`config.mk`:
```
export PLATFORM = sky130hd
export DESIGN_NAME = ps2_cmd_sequencer
export DESIGN_NICKNAME = d
export VERILOG_FILES = /design/src/rtl/ps2_pkg.sv /design/src/rtl/ps2_timeout_counter.sv /design/src/rtl/ps2_cmd_sequencer.sv
export SDC_FILE = /design/constraint.sdc
export NUM_CORES = 1
export LEC_CHECK = 0
export CAP_MARGIN = 20
export CORE_UTILIZATION = 40
export CTS_CLUSTER_DIAMETER = 80
export DETAILED_ROUTE_END_ITERATION = 7
export GPL_ROUTABILITY_DRIVEN = 0
export GPL_TIMING_DRIVEN = 0
export SLEW_MARGIN = 20
export SYNTH_ARGS = -nofsm -noshare
export SYNTH_HDL_FRONTEND = slang
export SYNTH_SLANG_ARGS = --single-unit
```
`constraint.sdc`:
```
create_clock -name ck -period 5.05 [get_ports ck]
set_clock_uncertainty 0.2 [all_clocks]
set_input_delay 1.01 -clock ck [delete_from_list [all_inputs] [get_ports ck]]
set_output_delay 1.01 -clock ck [all_outputs]
set_load 0.05 [all_outputs]
```
`src/rtl/ps2_pkg.sv`:
```
// rtl/ps2_pkg.sv - shared PS/2 protocol bytes and command sequencer state encoding
package ps2_pkg;

  localparam logic [7:0] PS2_ACK     = 8'hFA;
  localparam logic [7:0] PS2_RESEND  = 8'hFE;
  localparam logic [7:0] PS2_ERROR   = 8'hFC;
  localparam logic [7:0] PS2_ECHO    = 8'hEE;
  localparam logic [7:0] PS2_SET_LED = 8'hED;

  localparam logic [2:0] IDLE     = 3'd0;
  localparam logic [2:0] WAIT_BUS = 3'd1;
  localparam logic [2:0] SEND     = 3'd2;
  localparam logic [2:0] WAIT_TX  = 3'd3;
  localparam logic [2:0] WAIT_ACK = 3'd4;
  localparam logic [2:0] DONE_OK  = 3'd5;
  localparam logic [2:0] DONE_ERR = 3'd6;

  localparam logic PH_CMD = 1'b0;
  localparam logic PH_ARG = 1'b1;

  // Bytes the sequencer consumes while awaiting a reply; anything else is forwarded.
  function automatic logic is_reply(input logic [7:0] b);
    return (b == PS2_ACK) || (b == PS2_RESEND) || (b == PS2_ERROR);
  endfunction

endpackage

```
`src/rtl/ps2_timeout_counter.sv`:
```
// rtl/ps2_timeout_counter.sv - saturating cycle counter with clear/enable and a hit flag
module ps2_timeout_counter #(
  parameter int TIMEOUT_CYC = 2000000
) (
  input  logic ck,
  input  logic clr,
  input  logic en,
  output logic hit
);

  localparam int W = $clog2(TIMEOUT_CYC + 1);
  localparam logic [W-1:0] LIMIT = W'(TIMEOUT_CYC);
  localparam logic [W-1:0] LAST  = W'(TIMEOUT_CYC - 1);

  logic [W-1:0] count;

  always_ff @(posedge ck) begin
    if (clr) begin
      count <= '0;
    end else if (en && (count != LIMIT)) begin
      count <= count + 1'b1;
    end
  end

  // Hit fires on the TIMEOUT_CYC-th enabled cycle after a clear.
  assign hit = en && (count == LAST);

endmodule

```
`src/rtl/ps2_cmd_sequencer.sv`:
```
// rtl/ps2_cmd_sequencer.sv - PS/2 host command sender with ACK/RESEND/ERROR handling and byte forwarding
module ps2_cmd_sequencer
  import ps2_pkg::*;
#(
  parameter int TIMEOUT_CYC = 2000000,
  parameter int MAX_RETRY   = 3
) (
  input  logic       ck,
  input  logic       reset,
  input  logic       cmd_req,
  input  logic [7:0] cmd_byte,
  input  logic [7:0] arg_byte,
  input  logic       arg_en,
  output logic       cmd_busy,
  output logic       cmd_done,
  output logic       cmd_err,
  output logic       tx_start,
  output logic [7:0] tx_data,
  input  logic       tx_busy,
  input  logic       rx_valid,
  input  logic [7:0] rx_data,
  input  logic       rx_busy,
  output logic       key_valid,
  output logic [7:0] key_data
);

  localparam int RW = (MAX_RETRY < 1) ? 1 : $clog2(MAX_RETRY + 1);
  localparam logic [RW-1:0] RETRY_LIMIT = RW'(MAX_RETRY);

  logic [2:0]    state;
  logic [2:0]    next_state;
  logic          phase;
  logic [RW-1:0] retry;
  logic [7:0]    cmd_q;
  logic [7:0]    arg_q;
  logic          arg_en_q;
  logic          tx_seen;
  logic          attempt_fail;
  logic          arg_advance;
  logic          tmo_hit;
  logic          tmo_en;
  logic          tmo_clr;
  logic          consume_rx;

  assign tmo_en     = (state == WAIT_TX) || (state == WAIT_ACK);
  assign tmo_clr    = reset || (next_state != state);
  assign consume_rx = (state == WAIT_ACK) && is_reply(rx_data);

  ps2_timeout_counter #(
    .TIMEOUT_CYC(TIMEOUT_CYC)
  ) u_timeout (
    .ck  (ck),
    .clr (tmo_clr),
    .en  (tmo_en),
    .hit (tmo_hit)
  );

  always_comb begin
    next_state   = state;
    attempt_fail = 1'b0;
    arg_advance  = 1'b0;
    case (state)
      IDLE: begin
        if (cmd_req) next_state = WAIT_BUS;
      end
      WAIT_BUS: begin
        if (!rx_busy) next_state = SEND;
      end
      SEND: begin
        next_state = WAIT_TX;
      end
      WAIT_TX: begin
        if (tx_seen && !tx_busy) begin
          next_state = WAIT_ACK;
        end else if (tmo_hit) begin
          attempt_fail = 1'b1;
        end
      end
      WAIT_ACK: begin
        // A reply byte takes priority over a timeout landing in the same cycle.
        if (rx_valid) begin
          if (rx_data == PS2_ACK) begin
            if ((phase == PH_CMD) && arg_en_q) begin
              arg_advance = 1'b1;
              next_state  = WAIT_BUS;
            end else begin
              next_state = DONE_OK;
            end
          end else if (rx_data == PS2_RESEND) begin
            attempt_fail = 1'b1;
          end else if (rx_data == PS2_ERROR) begin
            next_state = DONE_ERR;
          end
        end else if (tmo_hit) begin
          attempt_fail = 1'b1;
        end
      end
      DONE_OK:  next_state = IDLE;
      DONE_ERR: next_state = IDLE;
      default:  next_state = IDLE;
    endcase
    if (attempt_fail) begin
      next_state = (retry < RETRY_LIMIT) ? WAIT_BUS : DONE_ERR;
    end
  end

  always_ff @(posedge ck) begin
    if (reset) begin
      state     <= IDLE;
      phase     <= PH_CMD;
      retry     <= '0;
      cmd_q     <= '0;
      arg_q     <= '0;
      arg_en_q  <= 1'b0;
      tx_seen   <= 1'b0;
      cmd_busy  <= 1'b0;
      cmd_done  <= 1'b0;
      cmd_err   <= 1'b0;
      tx_start  <= 1'b0;
      tx_data   <= '0;
      key_valid <= 1'b0;
      key_data  <= '0;
    end else begin
      state    <= next_state;
      cmd_busy <= (next_state != IDLE);
      cmd_done <= (state == DONE_OK) || (state == DONE_ERR);
      cmd_err  <= (state == DONE_ERR);
      tx_start <= (next_state == SEND);

      if (next_state == SEND) begin
        tx_data <= (phase == PH_ARG) ? arg_q : cmd_q;
      end

      if ((state == IDLE) && cmd_req) begin
        cmd_q    <= cmd_byte;
        arg_q    <= arg_byte;
        arg_en_q <= arg_en;
        phase    <= PH_CMD;
        retry    <= '0;
      end else if (arg_advance) begin
        phase <= PH_ARG;
        retry <= '0;
      end else if (attempt_fail && (retry < RETRY_LIMIT)) begin
        retry <= retry + 1'b1;
      end

      // The writer may raise tx_busy a cycle late, so completion needs a seen-high edge first.
      if (state == SEND) begin
        tx_seen <= 1'b0;
      end else if ((state == WAIT_TX) && tx_busy) begin
        tx_seen <= 1'b1;
      end

      key_valid <= rx_valid && !consume_rx;
      if (rx_valid && !consume_rx) begin
        key_data <= rx_data;
      end
    end
  end

endmodule

```
* After elaboration in Yosys (flattened, before gate mapping)
Cells that the tools add are included.
** Word-level totals
- Register bits after elaboration :: 66
- Input bits :: 31
- Output and inout bits :: 21
- Word-level logic and storage cells :: 75
** Operators by class
- Add/sub/neg operators :: 2
- Order comparisons :: 1
- Eq/ne operators :: 13
- Muxes and demuxes :: 22
- Bitwise gates (word level) :: 1
- Reductions and logical operators :: 21
** Operators by type and width (number)
- two-way mux 3 bit :: 10
- == test 8 bit, second input constant :: 3
- adder 21 x 1 -> 21 bit, second input constant :: 1
- == test 21 bit, second input constant :: 1
- inequality test 21 bit, second input constant :: 1
- case mux 3 bit (5 select lines) :: 1
- == test 3 x 2 -> 1 bit, second input constant :: 3
- == test 3 bit, second input constant :: 3
- logical AND 1 bit :: 9
- two-way mux 1 bit :: 9
- two-way mux 8 bit :: 1
- logical OR 1 bit :: 5
- OR reduction 2 bit :: 2
- == test 3 x 1 -> 1 bit, second input constant :: 1
- zero test 3 bit :: 1
- inequality test 3 bit :: 1
- nonzero test 3 bit :: 1
- OR reduction 3 bit :: 1
- adder 2 x 1 -> 2 bit, second input constant :: 1
- zero test 1 bit :: 2
- < comparator 2 bit, second input constant :: 1
- case mux 1 bit (2 select lines) :: 1
- NOT 1 bit :: 1

* Longest topological paths before layout
- Word-level depth :: 9
- Gate-level depth with buffers :: 10
- Gate-level depth less buffers :: 8

* Modules after synthesis
Synthesis repeated with hierarchy kept, for this count alone.
** Second synthesis, totals
- Cell total of the unflattened synthesis :: 353
- Area, all modules :: 3001.6 µm²
** Modules (own cells, without submodules)
- ps2_cmd_sequencer :: times used 1, cells each 229, area each 1901.8 µm², sequential area each 900.9 µm²
- ps2_timeout_counter :: times used 1, cells each 124, area each 1099.8 µm², sequential area each 420.4 µm²

* Worst setup path before layout
No wires, ideal clock.
- Kind :: input-to-reg
- Start :: in rx_busy
- End :: reg u_timeout.count[3]
- Data arrival time :: 2947 ps
- Required time :: 4762 ps
- Slack :: 1815 ps
- Cell stages on the path :: 8
- Buffers on the path :: 1
- Path through :: nor4b_1 a221oi_1 o31a_1 or3_1 nand3_1 o211ai_2 buf_6 nor4_4
** On the way
- Cells in the longest elaborated chain, start to end :: 5
** Ends and longest elaborated chain
- start, declared :: RTL line ps2_cmd_sequencer.sv:22 : input logic rx_busy,
- two-way mux 3 bit :: RTL line ps2_cmd_sequencer.sv:67 : if (!rx_busy) next_state = SEND;
- case mux 3 bit (5 select lines) :: RTL line ps2_cmd_sequencer.sv:62 : case (state)
- two-way mux 3 bit :: RTL line ps2_cmd_sequencer.sv:102 : if (attempt_fail) begin
- inequality test 3 bit :: RTL line ps2_cmd_sequencer.sv:46 : assign tmo_clr = reset || (next_state != state);
- logical OR 1 bit :: RTL line ps2_cmd_sequencer.sv:46
- end signal, assigned :: RTL line ps2_timeout_counter.sv:21 : count <= count + 1'b1;
- end, declared :: RTL line ps2_timeout_counter.sv:15 : logic [W-1:0] count;
Every way passes these cells.
A chain may end at the register's enable or synchronous reset.

* Worst setup path in the final report
- Start :: in rx_busy
- End :: reg u_timeout.count[18]
Same word-level chain as after synthesis.

==> results.py <==
metrics = {
    "status": {
        "outcome": "complete, no violations",
    },
    "routing": {
        "dr.pass1.iters": 4,
        "ant_nets": 0,
        "drt_iter0_drc": 98,
        "via_count": 2630,
        "drc": 0,
        "via_per_inst": 5.17,
        "routedWlPerCell_microns": 13.8,
        "wirelength_microns": 7000,
    },
    "cts": {
        "cts_tree": "built",
        "cts_buffers": 9,
        "root_buffer": "clkbuf_8",
        "clk_pin_slew_ns": 0.08,
        "clk_latency_ns": 0.34,
        "cts_hold_buf": 0,
        "postCtsSetupBuffers": 0,
        "clock_path_buffers": 2,
        "cts.sink_count": 66,
        "cts_resized": 0,
        "htree_levels": 3,
    },
    "logic_synthesis": {
        "syn_avg_cell_area_sq_um": 9.27,
        "yosysMostFrequentCell": "dfxtp_1",
        "synth_seq_cells": 66,
        "ys_async_sr_fraction": 0,
        "synth_area_leaders": "dfxtp_1 (42%), nor4_2 (7.9%), mux2i_1 (5.7%)",
        "ys.flop_type": "dfxtp_1",
        "synth_warnings": 0,
        "syn-num-nets": 374,
        "synthTopCellsByCount": "dfxtp_1 (66), nand2_1 (44), nor2_1 (36), a21oi_1 (22), nor4_2 (20)",
        "post-synth-top-area-cell": "dfxtp_1",
        "yosysUniqueCellTypes": 54,
        "synthCells": 340,
        "yosysSeqAreaShare": 0.419,
        "yosysTopAreaCellShare": 0.419,
        "synth_edf_count": 0,
        "syn_area_sq_um": 3150,
    },
    "worst_setup_path": {
        "crit_path_start_kind": "input port",
        "crit_arrival_ns": 3.48,
        "crit_buf_inv": 2,
        "crit_path_top_delay_cell": "nor4b_2",
        "crit_chain": "clkdlybuf4s50_1, nor4b_2, a221oi_1, o31a_1, or3_1, nand3_1, o211ai_2, buf_6, nor4_2",
        "worstPathRequired_ns": 5.10,
        "crit_family": "simple AND/OR/NAND/NOR gates",
        "cpPeakStageDelay_ns": 0.63,
        "worst-path-max-fanout": 10,
        "crit_type": "input port to flop",
        "endpoint_kind": "flop",
    },
    "floorplanning": {
        "die_x_microns": 90.8,
        "die_h_microns": 90.8,
        "core_area_sq_um": 7690,
        "pin_count": 52,
        "dieArea_sq_um": 8240,
        "rows": 32,
        "start_util": 0.410,
    },
    "timing": {
        "finalCriticalPeriod_ns": 3.43,
        "fmax_ghz": 0.291,
        "worst_slack_ns": 1.62,
        "rsz0062_at_grt": "no",
        "finalMaxSlewViolations": 0,
        "period_share": 0.680,
        "finalHoldViolCount": 0,
        "fin_tns_setup_ns": 0,
        "slew_headroom": 0.486,
        "setup_viol": 0,
        "worst_slew_pin_slew_ns": 0.772,
    },
    "global_route": {
        "first_global_vias": 2409,
        "track_usage": 0.179,
        "grt_pass1_wl_microns": 11700,
        "grt_overflow_total": 0,
        "grt_max_degree": 14,
        "antenna_found_initial": 0,
    },
    "place": {
        "dp_hpwl_microns": 4990,
        "pre_cts_ws_ns": 1.21,
        "numPortBuffers": 50,
    },
    "layout": {
        "fill_cells": 760,
        "n_antenna_cell": 0,
        "synthToLayoutAreaGrowth_pct": 27.5,
        "nets": 436,
        "drive_gt1_frac": 0.135,
    },
    "power": {
        "p_leak_nw": 1.31,
        "irDropWorstVdd_v": 0.000144,
        "pwr_density_cell_nw_per_um2": 343,
    },
    "min_path": {
        "hp-class": "flop to flop",
    },
    "flow_run": {
        "cap_violations": 0,
    },
}
[sequential cells by signal (all words and copies together) (netlist names), 2 cells and up]
register	cells
u_timeout.count	21
arg_q	8
retry	2
tx_data	8
key_data	8
state	3
cmd_q	8
[cell usage in the layout (no fill, tap or decap), types with 4 or more instances in the layout]
| cell | Yosys | final |
|---|---|---|
| dfxtp_1 | 66 | 66 |
| clkdlybuf4s50_1 | 0 | 50 |
| nand2_1 | 44 | 44 |
| nor2_1 | 36 | 36 |
| a21oi_1 | 22 | 22 |
| nor4_2 | 20 | 20 |
| mux2i_1 | 18 | 18 |
| xnor2_1 | 13 | 13 |
| clkbuf_1 | 12 | 12 |
| clkbuf_8 | 1 | 10 |
| nand3_1 | 9 | 9 |
| xor2_1 | 9 | 9 |
| a211oi_1 | 9 | 9 |
| nor3_1 | 7 | 7 |
| inv_1 | 6 | 6 |
| nand4_1 | 6 | 6 |
| buf_6 | 4 | 4 |
[kinds of logic after synthesis]
kind of cell / Yosys count / synth area share
adder cells (fa/ha/maj): 3 / 0.0119
flip-flops: 66 / 0.419
multiplexers: 18 / 0.0571
AND/OR/NAND/NOR: 153 / 0.293
AO/OA/AOI/OAI: 50 / 0.106
XOR/XNOR: 23 / 0.0663
buffers and inverters: 27 / 0.0460
[path summary, 6_finish.rpt]
| path | start | endpoint | slack, ns | depth (start not counted) |
|---|---|---|---|---|
| worst max-delay path | rx_busy | u_timeout.count[18] | 1.62 | 9 |
| worst min register to register | arg_q[2] | arg_q[2] | 0.26 | 2 |
| worst max register to register | u_timeout.count[10] | u_timeout.count[18] | 1.84 | 8 |
| worst min-delay path | arg_q[2] | arg_q[2] | 0.26 | 2 |
[through the flow]
step,util,area [sq um],power (mW),hold slack (ns),std cells
floorplan,-,3150,0.797,0.232,340
global placement,0.492,3780,0.888,0.242,492
detailed placement,0.493,3790,0.890,0.246,492
CTS,0.522,4010,1.39,0.257,508
global route,0.523,4020,1.44,0.275,509
finish,0.523,4020,1.38,0.256,509
[area by class of cell]
cell class,count,area [sq um],area share
Clock inverter,7,103,0.0255
Multi-Input combinational cell,247,1690,0.421
Buffer,21,123,0.0305
Inverter,6,22.5,0.00560
Tap cell,102,128,0.0318
Timing Repair Buffer,51,505,0.126
Clock buffer,9,124,0.0308
Sequential cell,66,1320,0.329
[tightest hold or removal path, delay by kind of cell, from the launching register on]
kind	cells	cell delay, ns
AO/OA/AOI/OAI	1	0.05
AND/OR/NAND/NOR	1	0.05
flip-flops	1	0.31
[power by group]
part,internal (mW),switching (mW)
registers,0.548,0.0149
logic,0.119,0.196
clock network,0.282,0.218
[metal layers]
layer	vias to the layer above	global-route usage	wire length, microns
met5	-	0	0
met4	0	0.0476	37
met3	2	0.0522	250
met2	53	0.273	3300
met1	1248	0.246	3410
li1	1327	-	-
No activity file was read; power rests on OpenSTA's default activity.
